===== src/rtl/video_proc_pkg.sv =====
// Shared encodings for the Y-channel point-operation stage: pixel modes and
// the frame-synchronisation FSM states.
package video_proc_pkg;

    typedef enum logic [1:0] {
        MODE_BYPASS  = 2'd0,
        MODE_INV     = 2'd1,
        MODE_BIN     = 2'd2,
        MODE_BIN_INV = 2'd3
    } mode_e;

    typedef enum logic [1:0] {
        ST_WAIT_SYNC = 2'd0,
        ST_IDLE      = 2'd1,
        ST_ACTIVE    = 2'd2
    } state_e;

    // Next mode in the auto-cycle sequence; wraps from inverted binary to bypass.
    function automatic mode_e next_mode(input mode_e m);
        return mode_e'(m + 2'd1);
    endfunction

endpackage


===== src/rtl/video_mode_scheduler_y_point_op.sv =====
// Combinational luma point operation: bypass, invert, binarize or inverted
// binarize against a threshold. The parent owns all registering.
module y_point_op
    import video_proc_pkg::*;
(
    input  logic [1:0] mode,
    input  logic [7:0] thresh,
    input  logic [7:0] y_in,
    output logic [7:0] y_out
);

    logic at_or_above;

    assign at_or_above = (y_in >= thresh);

    // Select the transformed luma for the requested mode.
    always_comb begin
        // NOTE: y_out gets a value before the case so every path assigns it and no latch is inferred.
        y_out = y_in;
        unique case (mode_e'(mode))
            MODE_BYPASS:  y_out = y_in;
            MODE_INV:     y_out = 8'hFF - y_in;
            MODE_BIN:     y_out = at_or_above ? 8'hFF : 8'h00;
            MODE_BIN_INV: y_out = at_or_above ? 8'h00 : 8'hFF;
            default:      y_out = y_in;
        endcase
    end

endmodule


===== src/rtl/video_mode_scheduler.sv =====
// Frame-synchronous mode/threshold scheduler for the Y point-operation stage.
// Configuration requests are held in a one-entry slot and only take effect at
// a vsync rising edge, so every frame is processed with a single setting.
module video_mode_scheduler
    import video_proc_pkg::*;
#(
    parameter int unsigned AUTO_FRAMES = 60,
    parameter logic [7:0]  INIT_THRESH = 8'd128,
    parameter logic [1:0]  INIT_MODE   = 2'd0
) (
    input  logic       clk,
    input  logic       rst_n,
    input  logic       per_frame_vsync,
    input  logic       per_frame_href,
    input  logic       per_frame_clken,
    input  logic [7:0] per_img_Y,
    input  logic       cfg_valid,
    input  logic [1:0] cfg_mode,
    input  logic [7:0] cfg_thresh,
    output logic       cfg_ready,
    input  logic       auto_en,
    output logic       post_frame_vsync,
    output logic       post_frame_href,
    output logic       post_frame_clken,
    output logic [7:0] post_img_Y,
    output logic [1:0] cur_mode,
    output logic [15:0] frame_cnt
);

    localparam logic [15:0] AUTO_LAST = 16'(AUTO_FRAMES - 1);

    state_e      state_q, state_d;
    logic        vsync_prev_q, vsync_prev_d;
    logic [15:0] frame_cnt_q, frame_cnt_d;
    mode_e       cur_mode_q, cur_mode_d;
    logic [7:0]  thresh_q, thresh_d;
    logic        pend_full_q, pend_full_d;
    mode_e       pend_mode_q, pend_mode_d;
    logic [7:0]  pend_thresh_q, pend_thresh_d;
    logic [15:0] auto_cnt_q, auto_cnt_d;
    logic        post_vsync_q, post_vsync_d;
    logic        post_href_q, post_href_d;
    logic        post_clken_q, post_clken_d;
    logic [7:0]  post_y_q, post_y_d;

    logic        frame_start;
    logic        cfg_fire;
    logic        gated;
    logic [7:0]  op_y;

    // The slot is reported empty only once reset has been released.
    assign cfg_ready   = rst_n & ~pend_full_q;
    assign cfg_fire    = cfg_valid & cfg_ready;
    assign frame_start = (state_q == ST_IDLE) & ~vsync_prev_q & per_frame_vsync;
    assign gated       = (state_q == ST_WAIT_SYNC);

    // The pixel op sees the settings being installed this cycle, so the
    // frame-start pixel already uses the new frame's mode.
    y_point_op u_point_op (
        .mode   (cur_mode_d),
        .thresh (thresh_d),
        .y_in   (per_img_Y),
        .y_out  (op_y)
    );

    // Next-state logic: frame FSM, frame-start updates, handshake and datapath.
    always_comb begin
        state_d       = state_q;
        vsync_prev_d  = per_frame_vsync;
        frame_cnt_d   = frame_cnt_q;
        cur_mode_d    = cur_mode_q;
        thresh_d      = thresh_q;
        pend_full_d   = pend_full_q;
        pend_mode_d   = pend_mode_q;
        pend_thresh_d = pend_thresh_q;
        auto_cnt_d    = auto_cnt_q;

        unique case (state_q)
            ST_WAIT_SYNC: if (!per_frame_vsync) state_d = ST_IDLE;
            ST_IDLE:      if (frame_start)      state_d = ST_ACTIVE;
            ST_ACTIVE:    if (vsync_prev_q && !per_frame_vsync) state_d = ST_IDLE;
            default:      state_d = ST_WAIT_SYNC;
        endcase

        if (frame_start) begin
            frame_cnt_d = frame_cnt_q + 16'd1;
            if (pend_full_q) begin
                cur_mode_d  = pend_mode_q;
                thresh_d    = pend_thresh_q;
                pend_full_d = 1'b0;
                auto_cnt_d  = 16'd0;
            end else if (auto_en && (auto_cnt_q == AUTO_LAST)) begin
                cur_mode_d = next_mode(cur_mode_q);
                auto_cnt_d = 16'd0;
            end else if (auto_en) begin
                auto_cnt_d = auto_cnt_q + 16'd1;
            end
        end

        if (!auto_en) auto_cnt_d = 16'd0;

        // A transfer needs an empty slot, so it never collides with the
        // frame-start clear above; a same-cycle request waits a full frame.
        if (cfg_fire) begin
            pend_full_d   = 1'b1;
            pend_mode_d   = mode_e'(cfg_mode);
            pend_thresh_d = cfg_thresh;
        end

        post_vsync_d = per_frame_vsync & ~gated;
        post_href_d  = per_frame_href  & ~gated;
        post_clken_d = per_frame_clken & ~gated;
        post_y_d     = (per_frame_clken && !gated) ? op_y : 8'h00;
    end

    // State and output registers.
    always_ff @(posedge clk or negedge rst_n) begin
        // NOTE: sequential state uses <= so every flop samples pre-edge values regardless of statement order.
        if (!rst_n) begin
            state_q       <= ST_WAIT_SYNC;
            vsync_prev_q  <= 1'b0;
            frame_cnt_q   <= 16'd0;
            cur_mode_q    <= mode_e'(INIT_MODE);
            thresh_q      <= INIT_THRESH;
            pend_full_q   <= 1'b0;
            pend_mode_q   <= MODE_BYPASS;
            pend_thresh_q <= 8'd0;
            auto_cnt_q    <= 16'd0;
            post_vsync_q  <= 1'b0;
            post_href_q   <= 1'b0;
            post_clken_q  <= 1'b0;
            post_y_q      <= 8'd0;
        end else begin
            state_q       <= state_d;
            vsync_prev_q  <= vsync_prev_d;
            frame_cnt_q   <= frame_cnt_d;
            cur_mode_q    <= cur_mode_d;
            thresh_q      <= thresh_d;
            pend_full_q   <= pend_full_d;
            pend_mode_q   <= pend_mode_d;
            pend_thresh_q <= pend_thresh_d;
            auto_cnt_q    <= auto_cnt_d;
            post_vsync_q  <= post_vsync_d;
            post_href_q   <= post_href_d;
            post_clken_q  <= post_clken_d;
            post_y_q      <= post_y_d;
        end
    end

    assign post_frame_vsync = post_vsync_q;
    assign post_frame_href  = post_href_q;
    assign post_frame_clken = post_clken_q;
    assign post_img_Y       = post_y_q;
    assign cur_mode         = cur_mode_q;
    assign frame_cnt        = frame_cnt_q;

endmodule


===== config.mk =====
export PLATFORM = sky130hd
export DESIGN_NAME = video_mode_scheduler
export DESIGN_NICKNAME = d
export VERILOG_FILES = /design/src/rtl/video_proc_pkg.sv /design/src/rtl/video_mode_scheduler_y_point_op.sv /design/src/rtl/video_mode_scheduler.sv
export SDC_FILE = /design/constraint.sdc
export NUM_CORES = 1
export LEC_CHECK = 0
export CAP_MARGIN = 15
export CORE_MARGIN = 2
export CORE_UTILIZATION = 34
export DETAILED_ROUTE_END_ITERATION = 7
export HOLD_SLACK_MARGIN = 0.1
export SLEW_MARGIN = 40
export SYNTH_ARGS = -nofsm -noshare
export SYNTH_HDL_FRONTEND = slang
export SYNTH_SLANG_ARGS = --single-unit
export TNS_END_PERCENT = 30

===== constraint.sdc =====
create_clock -name clk -period 5.6 [get_ports clk]
set_input_delay 0.56 -clock clk [delete_from_list [all_inputs] [get_ports clk]]
set_output_delay 0.56 -clock clk [all_outputs]
set_load 0.01 [all_outputs]

* Yosys cells after proc, flatten, opt, wreduce, memory -nomap -nowiden *
Index checks and enable logic that the tools add are counted.

word-level totals
  bits in registers = 67
  bits in latches = 0
  bits in writable memories = 0
  ROM bits = 0
  input port bits = 25
  output and inout bits = 30
  logic and storage cells = 66
  memories = 0

cells by class
  $add $sub $neg = 4
  multiply operators = 0
  div/mod/pow operators = 0
  $lt $le $gt $ge = 1
  equality and inequality tests = 10
  shifts and indexed selects = 0
  mux-type cells = 19
  bitwise gates (word level) = 10
  reductions and logical operators = 9

operators by type and width
  operator               count
  $mux 16                4
  $mux 8                 5
  $add 16x1->16 const B  2
  $pmux 8 s4             1
  $eq 16x6->1 const B    1
  $mux 2                 6
  $ge 8x8->1             1
  $sub 8x8->8 const A    1
  $and 1x1->1            7
  $eq 2x2->1 const B     3
  $ne 2x2->1 const B     3
  $pmux 2 s3             1
  $eq 2x1->1 const B     2
  $logic_not 2->1        2
  $logic_and 1x1->1      3
  $not 1->1              3
  $reduce_and 3->1       1
  $add 2x1->2 const B    1
  $logic_not 1->1        2
  $mux 1                 2
  $ne 2x1->1 const B     1
  $reduce_bool 2->1      1

* Logic depth before layout (Yosys ltp) *
  depth in word-level cells = 8
  depth in mapped cells = 11
  mapped depth without buffers = 11

* Modules after synthesis *
A second synthesis with hierarchy kept.

second synthesis, totals
  cell total of the unflattened synthesis = 297
  area, all modules = 3,251.9 sq um

modules (own cells, without submodules)
  module                instances  cells each  area an instance (sq um)  sequential area each (sq um)
  video_mode_scheduler  1          245         2,892.8                   1,677.9
  y_point_op            1          52          359.1                     0.0

* Least setup slack after synthesis *
OpenSTA, ideal clock, no wires.

  path type = input port to flip-flop
  start = in per_frame_vsync
  end = reg post_y_q[0], in the netlist post_img_Y[0]
  setup time = 0.135 ns
  arrival = 2.930 ns
  required time = 5.465 ns
  path slack = 2.535 ns
  stages = 10
  buffers on the path = 0
  cell sequence = and4bb_4 > nand2_1 > mux2_2 > ha_1 > nand2b_1 > a21o_1 > a211o_1 > a221oi_4 > a21oi_2 > mux2i_1

on the way
  longest elaborated chain between the ends = 6
  elaborated cells between the ends (all ways) = 12
  those cells by class = order compare (1); eq/ne (3); mux (6); bitwise (1); reduce/logical (1)

ends and longest elaborated chain
  item                              line                                                                          source
  start, declared                   video_mode_scheduler.sv:13                                                    input logic per_frame_vsync,
  $and 1x1->1 *                     video_mode_scheduler.sv:54                                                    assign frame_start = (state_q == ST_IDLE) & ~vsync_prev_q & per_frame_vsync;
  $mux 8 *                          video_mode_scheduler.sv:85                                                    if (frame_start) begin
  net thresh_d[0]                   video_mode_scheduler.sv:36                                                    logic [7:0] thresh_q, thresh_d;
  $ge 8x8->1 *                      video_mode_scheduler_y_point_op.sv:14                                         assign at_or_above = (y_in >= thresh);
  $mux 8, on equally long branches  video_mode_scheduler_y_point_op.sv:24, video_mode_scheduler_y_point_op.sv:23
  $pmux 8 s4 *                      video_mode_scheduler_y_point_op.sv:20                                         unique case (mode_e'(mode))
  $mux 8 *                          video_mode_scheduler.sv:113                                                   post_y_d = (per_frame_clken && !gated) ? op_y : 8'h00;
  net post_y_d[0]                   video_mode_scheduler.sv:44                                                    logic [7:0] post_y_q, post_y_d;
  end signal, assigned              video_mode_scheduler.sv:146                                                   post_y_q <= post_y_d;
  end, declared                     video_mode_scheduler.sv:44

The timed path passes the listed nets; every way through them passes the cells marked *.
A chain may end at the register's enable or synchronous reset.

* Worst setup path after layout *
  start = in per_frame_vsync
  end = reg post_y_q[7], in the netlist post_img_Y[7]

Same word-level chain as after synthesis.

==> summary.txt <==
setup bufs post-CTS: 0
CTS tree: built
critical-path maximum fanout: 12
Clk pwr share: 27.2%
WL/cell: 14.1 um
clock sinks: 67
TritonRoute pass-1 iters: 4
Yosys cell types: 43
crit-path cells: clkdlybuf4s50_1 > and4bb_4 > nand2_1 > mux2_2 > ha_1 > nand2b_1 > a21o_1 > a211o_1 > a221oi_4 > a21oi_2 > mux2i_1
Power Density: 395 nW/um2
Period Utilization, post-route: 65.4%
Seq/Total Area, Yosys: 50.6%
Die Wd: 103 um
ys flop type: dfrtp_1
Final Hold Vio Count: 0
Mapped Area: 3320 um2
Worst slew margin: 60.0%
vias per cell: 4.81
yosys warns: 0
Num CTS Buffers: 9
CP Data Required Time: 5800 ps
clock root buffer: clkbuf_8
largest area contributor in the netlist: dfrtp_1
status: complete, no violations
VDD IR max: 0.213 mV
worst reg2reg endpoint: post_img_Y[7]
Post-synth EDFFs: 0
most frequent cell after synthesis: dfrtp_1
cell internal pwr: 1140 uW
arrival time worst endpoint: 3860 ps
DR vias: 2378
Comb power frac: 31.5%
Final TNS setup: 0 ps
Slew Viols, Final: 0
PortBufs: 54
core area: 9640 um2
initial antenna violation count: 0
worst skew pair latency: 340 ps
fmax: 273 MHz
Setup crit start kind: input pin
PostCTS Resize Cnt: 0
sw frac: 31.0%
GRT Overall Usage: 14.2%
Synthesized Nets: 335
share of the synthesized area in the top cell type: 49.8%
Starting Density: 34.4%
Layout Nets: 391
drt total wl: 6.94 mm
Core Rows: 36
Worst Tran Pin Value: 599 ps
Commonest cells post-synth: 66 x dfrtp_1, 26 x nand2_1, 24 x o21ai_0
setup slack, reg-to-reg: 2250 ps
DP Wirelength: 5.01 mm
ranking of synthesized cells by area: dfrtp_1 50%, mux2i_1 4.8%, mux2_2 4.1%, ha_1 3.8%, o21ai_0 3.6%
Worst path slowest cell: clkdlybuf4s50_1
Final Skew: 6.38 ps
first-pass GRT wire length: 11.6 mm
CTS H-tree depth: 3
clk slew on worst S/H paths: 70 ps
worst hold path class: in2async
# setup viols final: 0
largest net degree at the start of global routing: 37
WS Path Type: in2reg
max_cap viols: 0
vias in the first global route: 2352
clk buf depth: 2
sequential share of power: 41.2%
Psw: 513 uW
final total power: 1650 uW
Antenna Cells: 0
initial drt markers: 60
Congestion Overflow GR: 0
hold_buf cts: 0
Layout fillers: 954
share of cells above drive strength 1: 13.9%
die extent in y: 103 um
RSZ-0062 raised after global routing: false
P_leak: 0.00188 uW
CP peak stage delay: 580 ps
reg2reg path depth: 10
Tmin final: 3660 ps
I/O pins: 55
Reg2Reg Launch Point: vsync_prev_q
Post-Syn Area per Cell: 11.1 um2
Mapped Cells: 300
routability cong.: 0.774
DRC viols: 0
Post-synth ARST share: 100%
Antenna Violating Nets Remaining: 0
die footprint: 10600 um2
Area Growth Syn to Fin: 26.2%
Yosys reg bits: 67
Crit. End Element: flip-flop
## layout make-up
type / instances / area [um2] / area share, %
clock inverters: 6 / 88.8 / 2.12
inverters: 19 / 71.3 / 1.70
well taps: 133 / 166 / 3.97
multi-input cells: 204 / 1500 / 35.8
repair buffers: 55 / 546 / 13.0
clock buffers: 10 / 138 / 3.29
flip-flops and latches: 67 / 1680 / 40.1
## worst max-delay path: cells and delay by family
family,cells,cell delay (ps)
AOI/OAI and AO/OA,4,1100
adders and majority gates,1,270
buffers and inverters,1,580
muxes,2,530
and+or+nand+nor,3,810
## routing by layer
layer  track usage (%)  share of wire, %
met1              19.2                47
met2              22.3                47
met3              4.34               4.9
met4              4.05              0.72
met5                 0                 0
## power groups by stage
stage | sequential [uW] | clock [uW] | combinational [uW]
final | 682 | 450 | 522
after floorplan | 692 | 0 | 324
after global placement | 694 | 0 | 509
after detailed placement | 693 | 0 | 528
after CTS | 685 | 466 | 531
after global routing | 698 | 490 | 573
## cell usage in the layout, fill, tap and decap left out, types with 2 or more instances in the layout
master,synthesis,final
a31oi_1,2,2
nor2_1,17,17
a21o_1,4,4
and2_1,2,2
clkinvlp_4,0,2
o31ai_1,6,6
nand2_1,26,26
nor2b_1,6,6
mux2i_1,16,16
nand3_1,14,14
bufinv_16,0,2
inv_1,19,19
o21ai_0,24,24
xor2_1,4,4
nor4b_2,2,2
nand4_1,9,9
ha_1,10,10
xnor2_1,12,12
mux2_2,12,12
a21oi_2,8,8
nor3_1,3,3
dfrtp_1,66,66
and3_1,4,4
clkdlybuf4s50_1,0,53
clkbuf_8,0,10
buf_4,0,2
nand2b_1,3,3
a21oi_1,3,3
## stage by stage
| step | hold slack [ps] | setup slack [ps] | instances | instance area (um2) | util [%] |
|---|---|---|---|---|---|
| after floorplan | 264 | 2540 | 300 | 3320 | - |
| after detailed placement | 481 | 1570 | 478 | 3960 | 41.1 |
| after global routing | 170 | 1740 | 494 | 4190 | 43.5 |
| after global placement | 463 | 1660 | 478 | 3960 | 41.1 |
| final | 147 | 1940 | 494 | 4190 | 43.5 |
| after CTS | 282 | 1930 | 494 | 4190 | 43.4 |
## sequential cells by signal (all words and copies together) (netlist names)
name and count:
frame_cnt 16, pend_mode_q 2, vsync_prev_q 1, post_img_Y 8
post_frame_vsync 1, cur_mode 2, pend_thresh_q 8, post_frame_clken 1
post_frame_href 1, pend_full_q 1, auto_cnt_q 16, state_q 2
thresh_q 8
## cells by family after synthesis
group / share of synthesized area, %
adders and majority gates: 3.77
xor gates and xnor gates: 4.22
and+or+nand+nor: 16.6
AOI/OAI and AO/OA: 11.4
muxes: 9.31
buffers and inverters: 4.19
DFF: 50.6
## worst max path at each step
stage                     from             to  cells after the start
2_1_floorplan  per_frame_vsync  post_img_Y[0]                     10
3_3_place_gp   per_frame_vsync  post_img_Y[3]                     11
3_5_place_dp   per_frame_vsync  post_img_Y[7]                     11
4_1_cts        per_frame_vsync  post_img_Y[7]                     11
5_1_grt        per_frame_vsync  post_img_Y[6]                     11
6_report       per_frame_vsync  post_img_Y[7]                     11
(Power assumes the default switching activity.)
